<file path="src/rtl/cpu_pkg.sv">
// rtl/cpu_pkg.sv - shared encodings, state enum and field widths for the cpu core
package cpu_pkg;
  localparam int DATA_W   = 16;
  localparam int REG_AW   = 3;
  localparam int NUM_REGS = 8;
  localparam int OPC_W    = 3;
  localparam int OP_W     = 2;
  localparam int SH_W     = 2;
  localparam int IMM_W    = 8;

  typedef enum logic [2:0] {
    S_WAIT, S_DECODE, S_GET_A, S_GET_B, S_EXEC, S_WRITE
  } state_t;

  localparam logic [OPC_W-1:0] OPC_MOV = 3'b110;
  localparam logic [OPC_W-1:0] OPC_ALU = 3'b101;

  localparam logic [OP_W-1:0] OP_MOV_REG = 2'b00;
  localparam logic [OP_W-1:0] OP_MOV_IMM = 2'b10;
  localparam logic [OP_W-1:0] OP_ADD     = 2'b00;
  localparam logic [OP_W-1:0] OP_CMP     = 2'b01;
  localparam logic [OP_W-1:0] OP_AND     = 2'b10;
  localparam logic [OP_W-1:0] OP_MVN     = 2'b11;

  localparam logic [SH_W-1:0] SH_NONE = 2'b00;
  localparam logic [SH_W-1:0] SH_LSL  = 2'b01;
  localparam logic [SH_W-1:0] SH_LSR  = 2'b10;
  localparam logic [SH_W-1:0] SH_ASR  = 2'b11;

  typedef enum logic [1:0] {ALU_ADD, ALU_SUB, ALU_AND, ALU_NOT} alu_op_t;

  function automatic logic [DATA_W-1:0] sext_imm(input logic [IMM_W-1:0] v);
    return {{(DATA_W-IMM_W){v[IMM_W-1]}}, v};
  endfunction
endpackage

</file>
<file path="src/rtl/cpu_datapath.sv">
// rtl/cpu_datapath.sv - register file, A/B/C registers, shifter, ALU and NVZ status
// Shift code 11 is ASR#1 when CPU_ASR_EN is defined, otherwise LSR#1.
module cpu_datapath
  import cpu_pkg::*;
(
  input  logic              clk,
  input  logic              reset,
  input  logic              load_a,
  input  logic              load_b,
  input  logic              load_c,
  input  logic              write,
  input  logic [REG_AW-1:0] rn,
  input  logic [REG_AW-1:0] rm,
  input  logic [REG_AW-1:0] wnum,
  input  logic [SH_W-1:0]   shift,
  input  alu_op_t           alu_op,
  input  logic              asel_zero,
  input  logic              bsel_imm,
  input  logic [IMM_W-1:0]  imm8,
  output logic [DATA_W-1:0] out,
  output logic              N,
  output logic              V,
  output logic              Z
);
  logic [DATA_W-1:0] a_q, a_d, b_q, b_d, c_q, c_d;
  logic              n_q, n_d, v_q, v_d, z_q, z_d;
  logic [DATA_W-1:0] rdata_a, rdata_b, sh_b, a_in, b_in, alu_res;
  logic              alu_v;

  cpu_regfile REGFILE (
    .clk     (clk),
    .reset   (reset),
    .write   (write),
    .wnum    (wnum),
    .wdata   (c_q),
    .rnum_a  (rn),
    .rnum_b  (rm),
    .rdata_a (rdata_a),
    .rdata_b (rdata_b)
  );

  always_comb begin
    sh_b = b_q;
    case (shift)
      SH_NONE: sh_b = b_q;
      SH_LSL:  sh_b = {b_q[DATA_W-2:0], 1'b0};
      SH_LSR:  sh_b = {1'b0, b_q[DATA_W-1:1]};
`ifdef CPU_ASR_EN
      SH_ASR:  sh_b = {b_q[DATA_W-1], b_q[DATA_W-1:1]};
`else
      SH_ASR:  sh_b = {1'b0, b_q[DATA_W-1:1]};
`endif
    endcase
  end

  // The immediate bypasses the shifter: its low bits overlap the shift field.
  assign a_in = asel_zero ? '0 : a_q;
  assign b_in = bsel_imm ? sext_imm(imm8) : sh_b;

  always_comb begin
    alu_res = '0;
    alu_v   = 1'b0;
    case (alu_op)
      ALU_ADD: begin
        alu_res = a_in + b_in;
        alu_v   = (a_in[DATA_W-1] == b_in[DATA_W-1]) && (alu_res[DATA_W-1] != a_in[DATA_W-1]);
      end
      ALU_SUB: begin
        alu_res = a_in - b_in;
        alu_v   = (a_in[DATA_W-1] != b_in[DATA_W-1]) && (alu_res[DATA_W-1] != a_in[DATA_W-1]);
      end
      ALU_AND: alu_res = a_in & b_in;
      ALU_NOT: alu_res = ~b_in;
    endcase
  end

  always_comb begin
    a_d = load_a ? rdata_a : a_q;
    b_d = load_b ? rdata_b : b_q;
    c_d = load_c ? alu_res : c_q;
    n_d = load_c ? alu_res[DATA_W-1] : n_q;
    v_d = load_c ? alu_v : v_q;
    z_d = load_c ? (alu_res == '0) : z_q;
  end

  always_ff @(posedge clk or posedge reset) begin
    if (reset) begin
      a_q <= '0;
      b_q <= '0;
      c_q <= '0;
      n_q <= 1'b0;
      v_q <= 1'b0;
      z_q <= 1'b0;
    end else begin
      a_q <= a_d;
      b_q <= b_d;
      c_q <= c_d;
      n_q <= n_d;
      v_q <= v_d;
      z_q <= z_d;
    end
  end

  assign out = c_q;
  assign N   = n_q;
  assign V   = v_q;
  assign Z   = z_q;
endmodule

</file>
<file path="src/rtl/cpu_regfile.sv">
// rtl/cpu_regfile.sv - eight 16-bit registers, one write port, two combinational read ports
module cpu_regfile
  import cpu_pkg::*;
(
  input  logic              clk,
  input  logic              reset,
  input  logic              write,
  input  logic [REG_AW-1:0] wnum,
  input  logic [DATA_W-1:0] wdata,
  input  logic [REG_AW-1:0] rnum_a,
  input  logic [REG_AW-1:0] rnum_b,
  output logic [DATA_W-1:0] rdata_a,
  output logic [DATA_W-1:0] rdata_b
);
  logic [NUM_REGS-1:0][DATA_W-1:0] regs_q, regs_d;
  logic [NUM_REGS-1:0][DATA_W-1:0] rview;
  logic [DATA_W-1:0] R0, R1, R2, R3, R4, R5, R6, R7;

  assign R0 = regs_q[0];
  assign R1 = regs_q[1];
  assign R2 = regs_q[2];
  assign R3 = regs_q[3];
  assign R4 = regs_q[4];
  assign R5 = regs_q[5];
  assign R6 = regs_q[6];
  assign R7 = regs_q[7];

  // Reads see the registered value, so a same-cycle write is not forwarded.
  assign rview   = {R7, R6, R5, R4, R3, R2, R1, R0};
  assign rdata_a = rview[rnum_a];
  assign rdata_b = rview[rnum_b];

  always_comb begin
    regs_d = regs_q;
    if (write) regs_d[wnum] = wdata;
  end

  always_ff @(posedge clk or posedge reset) begin
    if (reset) regs_q <= '0;
    else       regs_q <= regs_d;
  end
endmodule

</file>
<file path="src/rtl/cpu.sv">
// rtl/cpu.sv - multicycle 16-bit core: instruction register, controller FSM, datapath DP
// Optional ASR#1 for shift code 11 is enabled by defining CPU_ASR_EN.
module cpu
  import cpu_pkg::*;
(
  input  logic              clk,
  input  logic              reset,
  input  logic              s,
  input  logic              load,
  input  logic [DATA_W-1:0] in,
  output logic [DATA_W-1:0] out,
  output logic              N,
  output logic              V,
  output logic              Z,
  output logic              w
);
  logic [DATA_W-1:0] ir_q, ir_d;
  state_t            state_q, state_d;
  logic              load_a_q, load_a_d, load_b_q, load_b_d;
  logic              load_c_q, load_c_d, write_q, write_d, w_q, w_d;

  logic [OPC_W-1:0]  opc;
  logic [OP_W-1:0]   op;
  logic [REG_AW-1:0] rn, rd, rm, wnum;
  logic [SH_W-1:0]   sh;
  logic              is_mov_imm, is_mov_reg, is_alu, is_mvn, is_cmp;
  alu_op_t           alu_op;

  assign opc = ir_q[15:13];
  assign op  = ir_q[12:11];
  assign rn  = ir_q[10:8];
  assign rd  = ir_q[7:5];
  assign sh  = ir_q[4:3];
  assign rm  = ir_q[2:0];

  assign is_mov_imm = (opc == OPC_MOV) && (op == OP_MOV_IMM);
  assign is_mov_reg = (opc == OPC_MOV) && (op == OP_MOV_REG);
  assign is_alu     = (opc == OPC_ALU);
  assign is_mvn     = is_alu && (op == OP_MVN);
  assign is_cmp     = is_alu && (op == OP_CMP);
  assign wnum       = is_mov_imm ? rn : rd;

  always_comb begin
    alu_op = ALU_ADD;
    if (is_alu) begin
      case (op)
        OP_CMP:  alu_op = ALU_SUB;
        OP_AND:  alu_op = ALU_AND;
        OP_MVN:  alu_op = ALU_NOT;
        default: alu_op = ALU_ADD;
      endcase
    end
  end

  assign ir_d = load ? in : ir_q;

  always_ff @(posedge clk or posedge reset) begin
    if (reset) ir_q <= '0;
    else       ir_q <= ir_d;
  end

  always_comb begin
    state_d = state_q;
    case (state_q)
      S_WAIT:   if (s) state_d = S_DECODE;
      S_DECODE: begin
        if (is_mov_imm)                state_d = S_EXEC;
        else if (is_mov_reg || is_mvn) state_d = S_GET_B;
        else if (is_alu)               state_d = S_GET_A;
        else                           state_d = S_WAIT;
      end
      S_GET_A:  state_d = S_GET_B;
      S_GET_B:  state_d = S_EXEC;
      S_EXEC:   state_d = is_cmp ? S_WAIT : S_WRITE;
      S_WRITE:  state_d = S_WAIT;
      default:  state_d = S_WAIT;
    endcase
    // Strobes are registered so each is high for exactly the state it acts in.
    load_a_d = (state_d == S_GET_A);
    load_b_d = (state_d == S_GET_B);
    load_c_d = (state_d == S_EXEC);
    write_d  = (state_d == S_WRITE);
    w_d      = (state_d == S_WAIT);
  end

  always_ff @(posedge clk or posedge reset) begin
    if (reset) begin
      state_q  <= S_WAIT;
      load_a_q <= 1'b0;
      load_b_q <= 1'b0;
      load_c_q <= 1'b0;
      write_q  <= 1'b0;
      w_q      <= 1'b1;
    end else begin
      state_q  <= state_d;
      load_a_q <= load_a_d;
      load_b_q <= load_b_d;
      load_c_q <= load_c_d;
      write_q  <= write_d;
      w_q      <= w_d;
    end
  end

  assign w = w_q;

  cpu_datapath DP (
    .clk       (clk),
    .reset     (reset),
    .load_a    (load_a_q),
    .load_b    (load_b_q),
    .load_c    (load_c_q),
    .write     (write_q),
    .rn        (rn),
    .rm        (rm),
    .wnum      (wnum),
    .shift     (sh),
    .alu_op    (alu_op),
    .asel_zero (!is_alu || is_mvn),
    .bsel_imm  (is_mov_imm),
    .imm8      (ir_q[7:0]),
    .out       (out),
    .N         (N),
    .V         (V),
    .Z         (Z)
  );
endmodule

</file>
<file path="config.mk">
export PLATFORM = sky130hd
export DESIGN_NAME = cpu
export DESIGN_NICKNAME = d
export VERILOG_FILES = /design/src/rtl/cpu_pkg.sv /design/src/rtl/cpu_datapath.sv /design/src/rtl/cpu_regfile.sv /design/src/rtl/cpu.sv
export SDC_FILE = /design/constraint.sdc
export NUM_CORES = 1
export LEC_CHECK = 0
export CAP_MARGIN = 10
export CORE_ASPECT_RATIO = 0.9
export CORE_UTILIZATION = 67
export DETAILED_ROUTE_END_ITERATION = 7
export PLACE_DENSITY = 0.92
export SLEW_MARGIN = 20
export SYNTH_ARGS = -nofsm -noshare
export SYNTH_HDL_FRONTEND = slang
export SYNTH_SLANG_ARGS = --single-unit
</file>
<file path="constraint.sdc">
create_clock -name clk -period 14.9 [get_ports clk]
set_input_delay 2.98 -clock clk [delete_from_list [all_inputs] [get_ports clk]]
set_output_delay 2.98 -clock clk [all_outputs]
set_load 0.05 [all_outputs]
</file>
; Yosys cells after proc, flatten, opt, wreduce, memory -nomap -nowiden
; Cells that the tools add are included.
[word_totals]
regBits = 203
inputBits = 20
out_inout_bits = 20
elab_cells = 90
[classes]
addsub = 2
magnitude_cmp = 4
eq_ne = 23
muxes = 21
bitwise = 2
reduce_logical = 17
[op_table]
columns = operator, count
row1 = bitwise mux 128 bit, 1
row2 = binary-select mux 16 bit (select 3 bit), 2
row3 = 2-to-1 mux 16 bit, 5
row4 = one-hot mux 16 bit (4 select lines), 1
row5 = demux 16 bit (select 3 bit), 1
row6 = one-hot mux 16 bit (3 select lines), 1
row7 = adder 16 bit, 1
row8 = bitwise AND 16 bit, 1
row9 = zero test 16 bit, 1
row10 = inverter 16 bit, 1
row11 = subtractor 16 bit, 1
row12 = equality test 3 bit (second input constant), 5
row13 = one-hot mux 3 bit (5 select lines), 1
row14 = equality test 2 bit (second input constant), 6
row15 = equality test 3 x 2 -> 1 bit (second input constant), 4
row16 = < comparator 3 x 4 -> 1 bit (second input constant), 3
row17 = 2-to-1 mux 3 bit, 4
row18 = logical AND 1 bit, 7
row19 = equality test 2 x 1 -> 1 bit (second input constant), 3
row20 = zero test 2 bit, 3
row21 = zero test 3 bit, 2
row22 = 2-to-1 mux 2 bit, 3
row23 = one-hot mux 2 bit (3 select lines), 1
row24 = equality test 3 x 1 -> 1 bit (second input constant), 1
row25 = 7 further kinds, 10

; Longest topological paths before layout
; Gate-level depths: netlist of run 1.
[depth]
depth_word = 8
depth_mapped = 18
ltp_nobuf = 16

; Hierarchy
; A second synthesis of run 1 with hierarchy kept.
[unflattened]
hier_cells = 972
area_unflattened_um2 = 12549.5
[modules_own_cells]
columns = module, n_inst, cells_per_inst, area_each_um2, seq_area_each_um2
row1 = cpu_regfile, 1, 396, 7101.8, 3203.1
row2 = cpu_datapath, 1, 497, 4393.0, 1251.2
row3 = cpu, 1, 79, 1054.8, 601.8

; Worst setup path after synthesis of run 1
; Ideal clock, no wire load.
[synth_path]
path_kind = flip-flop to flip-flop
startpoint = register ir_q[0]
endpoint = register DP.z_q, in the netlist DP.Z
setup_time_ps = 77
t_arrival_ps = 4251
t_required_ps = 14823
slack_ps = 10572
stages_incl_launch_ff = 17
path_buffers = 2
period_less_slack_ps = 4328
cell_sequence = dfrtp_1 > clkbuf_1 > buf_1 > nor2_1 > a21oi_1 > ha_1 > inv_1 > fa_1 > nor2b_1 > o311a_1 > o32a_1 > a2111o_1 > a31oi_1 > xnor2_1 > o221ai_1 > or4_1 > o21ai_1
[synth_via]
elab_chain_cells = 4
elab_cells_between_ends = 7
classes_between = 2 x add/sub / 2 x mux / 2 x bitwise / 1 x reduce/logical
[synth_rtl]
columns = element, line_no
row1 = "start, declared", cpu.sv:17  ; logic [DATA_W-1:0] ir_q, ir_d;
row2 = "start signal, assigned", cpu.sv:59  ; else ir_q <= ir_d;
row3 = 2-to-1 mux 16 bit (*), cpu_datapath.sv:58  ; assign b_in = bsel_imm ? sext_imm(imm8) : sh_b;
row4 = "subtractor 16 bit, or another cell as far along", cpu_datapath.sv:69  ; alu_res = a_in - b_in;
row5 = one-hot mux 16 bit (4 select lines) (*), cpu_datapath.sv:63  ; case (alu_op)
row6 = zero test 16 bit (*), cpu_datapath.sv:83  ; z_d = load_c ? (alu_res == '0) : z_q;
row7 = "end signal, assigned", cpu_datapath.sv:100  ; z_q <= z_d;
row8 = "end, declared", cpu_datapath.sv:26  ; logic n_q, n_d, v_q, v_d, z_q, z_d;
; Every way passes the cells marked *; elsewhere a longest branch is shown, timed or not.
; A chain may end at the register's enable or synchronous reset.

; Worst setup path in the final report of run 1
[layout_path]
startpoint = register ir_q[12]
endpoint = register DP.z_q, in the netlist DP.Z
[layout_via]
elab_chain_cells = 7
elab_cells_between_ends = 20
classes_between = 2 x add/sub / 6 x eq/ne / 5 x mux / 2 x bitwise / 5 x reduce/logical
[layout_rtl]
columns = element, line_no
row1 = equality test 2 bit, "cpu.sv:39, cpu.sv:46"
row2 = logical AND 1 bit, cpu.sv:39  ; assign is_mvn = is_alu && (op == OP_MVN);
row3 = logical OR 1 bit, cpu.sv:118  ; .asel_zero (!is_alu || is_mvn),
row4 = 2-to-1 mux 16 bit, cpu_datapath.sv:57  ; assign a_in = asel_zero ? '0 : a_q;
row5 = "subtractor 16 bit, or another cell as far along", cpu_datapath.sv:69
row6 = one-hot mux 16 bit (4 select lines) (*), cpu_datapath.sv:63
row7 = zero test 16 bit (*), cpu_datapath.sv:83
; Marks and branches as above.

==> impl_results.md, run 1 <==
- Status: completed
- Overall power: 0.002632 W
- CTS max path bufs: 3
- Total CTS buffers: 22
- Worst endpoint required time: 15,340 ps
- Pre-antenna DRT Iters: 5
- Critical path's top delay family: compound AO/OA/AOI/OAI gates
- Finished Cell Area: 13,460 sq um
- Slowest CP cell: dfrtp_1
- Crit. End Element: register
- Max Clock Freq: 195.9 MHz
- Lkg Pwr: 6.092 nW
- Filler Cell Count: 1,060
- Crit start category: register
- Actual transition at the worst max-transition pin: 1091 ps
- Crit path DAT: 5540 ps
- Setup_tns: 0 ps
- Post-CTS setup buffers: 0
- Clk pin slew, worst setup/hold paths: 60 ps
- H-tree depth: 1
- Vias in the first global route: 9,360
- Die area: 18,670 sq um
- Worst clock skew: 17.33 ps
- Share of cells above drive strength 1: 24.53%
- Crit-path cells: and3b_1, nand2_1, a21oi_1, ha_1, inv_1, fa_1, nor2b_1, o311a_1, o32a_1, a2111o_1, a31oi_1, xnor2_1, o221ai_1, or4_1, o21ai_1
- Synth Area in Adders: 3.523%
- Max-capacitance violation count: 0
- Total Nets Final: 1,146
- Minimum clock period: 5105 ps
- Die W: 143.9 microns
- Worst VDD drop: 140.6 uV
- Clk root buf: clkbuf_16
- CTS tree: done
- Post-synthesis compound-gate area fraction: 12.28%
- Mapped Nets: 1,138
- Synth Flop Type: dfrtp_1
- Routed vias/inst: 7.043
- RSZ-0062 raised after global routing: no
- Initial antenna violation count: 0
- Initial core utilization: 68.75%
- Die Ht: 129.7 microns
- Number of enable flip-flop cells after synthesis: 0
- Total GRT Usage: 37.81%
- Post-synthesis mux area share: 27.97%
- Final-report hold violation count: 0
- Post-synth top area share: 41.40%
- Top cells by area in the synthesized netlist: dfrtp_1 (41%), mux2_2 (12%), mux4_2 (12%)
- Vias: 9,501
- Most frequent cells in the layout: dfrtp_1 (197), mux2_2 (132), nor2_1 (88), a21oi_1 (70), mux4_2 (64)
- CTS Hold Bufs: 0
- Syn-to-layout area delta: 10.82%
- Post-synth top area cell: dfrtp_1
- Cell Area, Placed: 12,680 sq um
- HP Class: register to register
- Library cells used by synthesis: 75
- Initial DRC count: 1,132
- Post-synthesis simple-gate area fraction: 10.68%
- I/O pin count: 40
- Number of buffers and inverters on the critical path: 1
- Clk sink count: 202
- Pin count of the biggest net entering global routing: 117
- Largest family of logic cells by synthesized area: multiplexers
- Average routed wire per standard cell: 24.89 microns
- Antenna Nets Post-Route: 0
- Endpoints failing setup: 0
- Post-DP HPWL: 21.50 mm
- Post-Syn Instances: 1,085
- Num rows: 46
- Slew HR: 26.35%
- Clk_lat worst skew: 510 ps
- Max-slew violations: 0
- Ys Warns: 0
- Drt total wl: 33.58 mm
- I/O Buffers: 39
- Crit share post-route: 34.26%
- Placeable Area: 17,670 sq um
- Max incr delay on CP: 840 ps
- Antenna fix cells: 0
- Placer Congestion: 0.9543
- Grt total ovfl: 0
- Post-Syn Area per Cell: 11.20 sq um
- P per Cell Area: 195.5 nW/um^2
- Critical path type: register to register
- Remaining routing DRC violations: 0
- Post-Syn Area: 12,150 sq um
- Asr flop ratio synth: 100.0%
- First-pass GRT wire length: 52.80 mm
- Yosys reg bits: 202
- Most common cell after layout, fill and taps aside: dfrtp_1
- Crit Path Max Fanout: 24
- Seq/Total Area, Yosys: 41.62%
- CTS resizes: 0
- Synth Area in XOR/XNOR: 0.5047%
-- layer usage --
layer / track usage [%] / part of all wire, % / vias to the layer above
li1: - / - / 4056
met4: 12.52 / 2.8 / 0
met5: 0 / 0 / -
met2: 58.74 / 47 / 634
met1: 53.54 / 39 / 4709
met3: 8.294 / 11 / 102
-- layout make-up --
class / instances / area (sq um) / share of cell area [%]
clock inverter: 10 / 141.4 / 1.050
clock buffer: 30 / 621.8 / 4.619
sequential: 202 / 5061 / 37.60
multi-input combinational: 778 / 6691 / 49.71
tap: 240 / 300.3 / 2.231
inverter: 35 / 138.9 / 1.032
timing repair buffer: 54 / 506.7 / 3.764
-- worst paths after layout --
kind	startpoint	endpoint	slack, ps	depth (start not counted)
worst max-delay path	ir_q[12]	DP.Z	9790	15
worst min-delay path	DP.REGFILE.R6[10]	DP.REGFILE.R6[10]	510	2
worst max register to register	ir_q[12]	DP.Z	9790	15
worst min register to register	DP.REGFILE.R6[10]	DP.REGFILE.R6[10]	510	2
max in group asynchronous	reset	ir_q[8]	10530	3
min in group asynchronous	reset	DP.REGFILE.R0[0]	3000	2
-- sequential cells by signal, indices dropped and copies added (netlist names), 15 cells and up --
name and flops:
DP.REGFILE.R6 16, DP.REGFILE.R5 16, DP.REGFILE.R4 16, DP.REGFILE.R7 16, DP.b_q 16, ir_q 16, DP.REGFILE.R0 16, DP.a_q 16
DP.REGFILE.R1 16, DP.REGFILE.R3 16, DP.out 15, DP.REGFILE.R2 16
-- synthesized netlist by cell type (all sizes together), types with 3 or more instances --
cell,count
and2,5
o2bb2ai,3
nand2,63
a31oi,6
or4,3
a21oi,72
ha,31
and3,16
mux2i,47
a31o,3
o22ai,5
o221ai,7
a221o,3
o311ai,3
clkbuf,45
nor2,88
or2,5
inv,34
o211ai,5
dfrtp,201
a211oi,13
nand2b,16
o21ba,4
mux4,64
nand3,12
buf,25
xnor2,7
o31ai,8
nand3b,6
mux2,132
nor3,17
o21ai,55
a211o,6
nor2b,19
a21o,9
or3,5
-- cell families after synthesis --
logic type | count (synthesis)
XOR/XNOR | 7
buffers and inverters | 105
AND/OR/NAND/NOR | 267
flip-flops | 202
multiplexers | 243
adder cells (fa/ha/maj) | 33
AO/OA/AOI/OAI | 228
-- worst min-delay path, stage by stage, from the launching register on --
cell     delay (ps)
dfrtp_1         360
nand2_1          50
o21ai_0          60
-- where the power goes --
group,switching (W),internal (W)
combinational,0.000546,0.000476
sequential,0.000264,0.000767
clock,0.000234,0.000347
total,0.00104,0.00159
-- through the flow --
step / setup WS (ps) / hold WS, ps / instances / util, %
finish: 9795 / 512.2 / 1349 / 76.19
global route: 9505 / 550.6 / 1349 / 76.19
CTS: 9884 / 511.2 / 1349 / 76.11
detailed placement: 9596 / 491.6 / 1309 / 71.79
global placement: 9611 / 473.3 / 1309 / 71.79
floorplan: 6411 / 460.9 / 1085 / -
(Power assumes the default switching activity.)
==> run 2, diff against run 1 <==
CORE_UTILIZATION = 56   (was 67)
PLACE_DENSITY = 0.83   (was 0.92)
clock period = 4.5 ns   (was 14.9 ns; I/O delays follow)
==> impl_results.md, run 2 (synthesis results as in run 1) <==
- Status: completed (unchanged)
- Num rows: 50 (was 46)
- Endpoints failing setup: 0 (unchanged)
- Crit. End Element: register (unchanged)
- Pin count of the biggest net entering global routing: 203 (was 117)
- Vias in the first global route: 9,263 (was 9,360)
- H-tree depth: 1 (unchanged)
- Lkg Pwr: 6.142 nW (was 6.092 nW)
- Actual transition at the worst max-transition pin: 1188 ps (was 1091 ps)
- Total Nets Final: 1,163 (was 1,146)
- Pre-antenna DRT Iters: 5 (unchanged)
- Remaining routing DRC violations: 0 (unchanged)
- Cells on worst reg2reg path: 16 (was 15)
- Max-capacitance violation count: 0 (unchanged)
- Setup_tns: 0 ps (unchanged)
- Placeable Area: 21,020 sq um (was 17,670 sq um)
- Crit start category: register (unchanged)
- I/O pin count: 40 (unchanged)
- First-pass GRT wire length: 52.50 mm (was 52.80 mm)
- Grt total ovfl: 0 (unchanged)
- Total GRT Usage: 31.02% (was 37.81%)
- CTS Hold Bufs: 0 (unchanged)
- CTS tree: done (unchanged)
- Crit share post-route: 93.76% (was 34.26%)
- Minimum clock period: 4219 ps (was 5105 ps)
- Clk sink count: 202 (unchanged)
- Most common cell after layout, fill and taps aside: dfrtp_1 (unchanged)
- Average routed wire per standard cell: 23.36 microns (was 24.89 microns)
- Placer Congestion: 0.9818 (was 0.9543)
- CTS max path bufs: 3 (unchanged)
- Share of cells above drive strength 1: 25.07% (was 24.53%)
- Slew HR: 20.57% (was 26.35%)
- Overall power: 0.008500 W (was 0.002632 W)
- Worst VDD drop: 419.9 uV (was 140.6 uV)
- Drt total wl: 33.01 mm (was 33.58 mm)
- I/O Buffers: 39 (unchanged)
- Hold path endpoint: DP.REGFILE.R7[5] (was DP.REGFILE.R6[10])
- Worst clock skew: 11.47 ps (was 17.33 ps)
- P per Cell Area: 625.2 nW/um^2 (was 195.5 nW/um^2)
- Slowest CP cell: or4_1 (was dfrtp_1)
- Die area: 22,290 sq um (was 18,670 sq um)
- Max Clock Freq: 237.0 MHz (was 195.9 MHz)
- Clk_lat worst skew: 510 ps (about the same)
- Final-report hold violation count: 0 (unchanged)
- Hold Path Origin: DP.REGFILE.R7[5] (was DP.REGFILE.R6[10])
- Syn-to-layout area delta: 11.92% (was 10.82%)
- Initial DRC count: 860 (was 1,132)
- Crit path DAT: 4650 ps (was 5540 ps)
- Total CTS buffers: 22 (unchanged)
- Die Ht: 141.7 microns (was 129.7 microns)
- Layout Utilization: 64.68% (was 76.19%)
- Post-DP HPWL: 21.59 mm (was 21.50 mm)
- Clk root buf: clkbuf_16 (unchanged)
- Max incr delay on CP: 530 ps (was 840 ps)
- Post-CTS setup buffers: 0 (unchanged)
- Worst reg2reg path endpoint: DP.Z (unchanged)
- Antenna Nets Post-Route: 0 (unchanged)
- Die W: 157.3 microns (was 143.9 microns)
- R2R setup slack: 280 ps (was 9790 ps)
- Clk pin slew, worst setup/hold paths: 60 ps (about the same)
- Most frequent cells in the layout: dfrtp_1 (198), mux2_2 (132), nor2_1 (88), a21oi_1 (70), mux4_2 (64) (was dfrtp_1 (197), mux2_2 (132), nor2_1 (88), a21oi_1 (70), mux4_2 (64))
- Vias: 9,282 (was 9,501)
- Crit Path Max Fanout: 8 (was 24)
- Critical path type: register to register (unchanged)
- Critical path's top delay family: compound AO/OA/AOI/OAI gates (unchanged)
- RSZ-0062 raised after global routing: no (unchanged)
- Hold depth: 2 (unchanged)
- Initial antenna violation count: 1 (was 0)
- R2R Path Start: ir_q[15] (was ir_q[12])
- Max-slew violations: 0 (unchanged)
- Number of buffers and inverters on the critical path: 1 (unchanged)
- HP Class: register to register (unchanged)
- Crit-path cells: and3b_1, nand2_1, nor2_1, a21oi_1, ha_1, inv_1, fa_1, nor2b_1, o311a_1, o32a_1, a2111o_1, a31oi_1, xnor2_1, o221ai_1, or4_1, o21ai_1 (was and3b_1, nand2_1, a21oi_1, ha_1, inv_1, fa_1, nor2b_1, o311a_1, o32a_1, a2111o_1, a31oi_1, xnor2_1, o221ai_1, or4_1, o21ai_1)
- Worst endpoint required time: 4930 ps (was 15,340 ps)
- Initial core utilization: 57.79% (was 68.75%)
- Routed vias/inst: 6.569 (was 7.043)
-- run 2: area by class of cell --
| cell class | instances | area [sq um] |
|---|---|---|
| Fill cell | 1604 | 7425 |
| Multi-Input combinational cell | 778 | 6690 |
| Sequential cell | 202 | 5060 |
| Timing Repair Buffer | 71 | 663.1 |
| Clock buffer | 35 | 650.6 |
| Tap cell | 286 | 357.8 |
| Inverter | 35 | 135.1 |
| Clock inverter | 4 | 33.78 |
| Antenna cell | 2 | 5.005 |
-- run 2: worst min-delay path: stages (launching register included) --
cell and delay, ps:
dfrtp_1 360, nand2_1 50, o21ai_0 60
-- run 2: per-layer routing --
layer  vias to the layer above  global-route usage, %  share of wire, %
li1                       4075                      -                 -
met1                      4696                  45.36                43
met2                       443                  46.69                46
met3                        68                  6.750               9.1
met4                         0                  8.891               2.1
met5                         -                      0                 0
-- run 2: report_power, final --
part | total (W) | internal [W] | switching [W]
clock network | 0.00173 | 0.000997 | 0.000734
registers | 0.00336 | 0.00254 | 0.000819
logic | 0.00341 | 0.00161 | 0.00180
total | 0.00850 | 0.00515 | 0.00335
-- run 2: worst max-delay path by stage --
stage	startpoint	endpoint	slack, ps	cells past startpoint
floorplan	ir_q[0]	DP.Z	170	16
detailed placement	ir_q[15]	DP.Z	330	16
global route	ir_q[15]	DP.Z	40	16
finish	ir_q[15]	DP.Z	280	16
CTS	ir_q[15]	DP.Z	280	16
global placement	ir_q[15]	DP.Z	400	16
-- run 2: per-stage QoR --
step,instances,instance area [sq um],worst slack (ps),hold slack [ps]
2_1_floorplan,1085,12150,171.9,460.9
3_3_place_gp,1371,12870,396.5,473.7
3_5_place_dp,1371,12870,325.2,489.2
4_1_cts,1410,13560,279.8,506.9
5_1_grt,1411,13590,36.53,528.7
6_report,1413,13600,280.6,508.4
-- run 2: what timing repair did --
| item | CTS | global route |
|---|---|---|
| hold endpoints to repair | 0 | 0 |
| setup endpoints to repair | 0 | 1 |
| gates resized for setup | 0 | 1 |
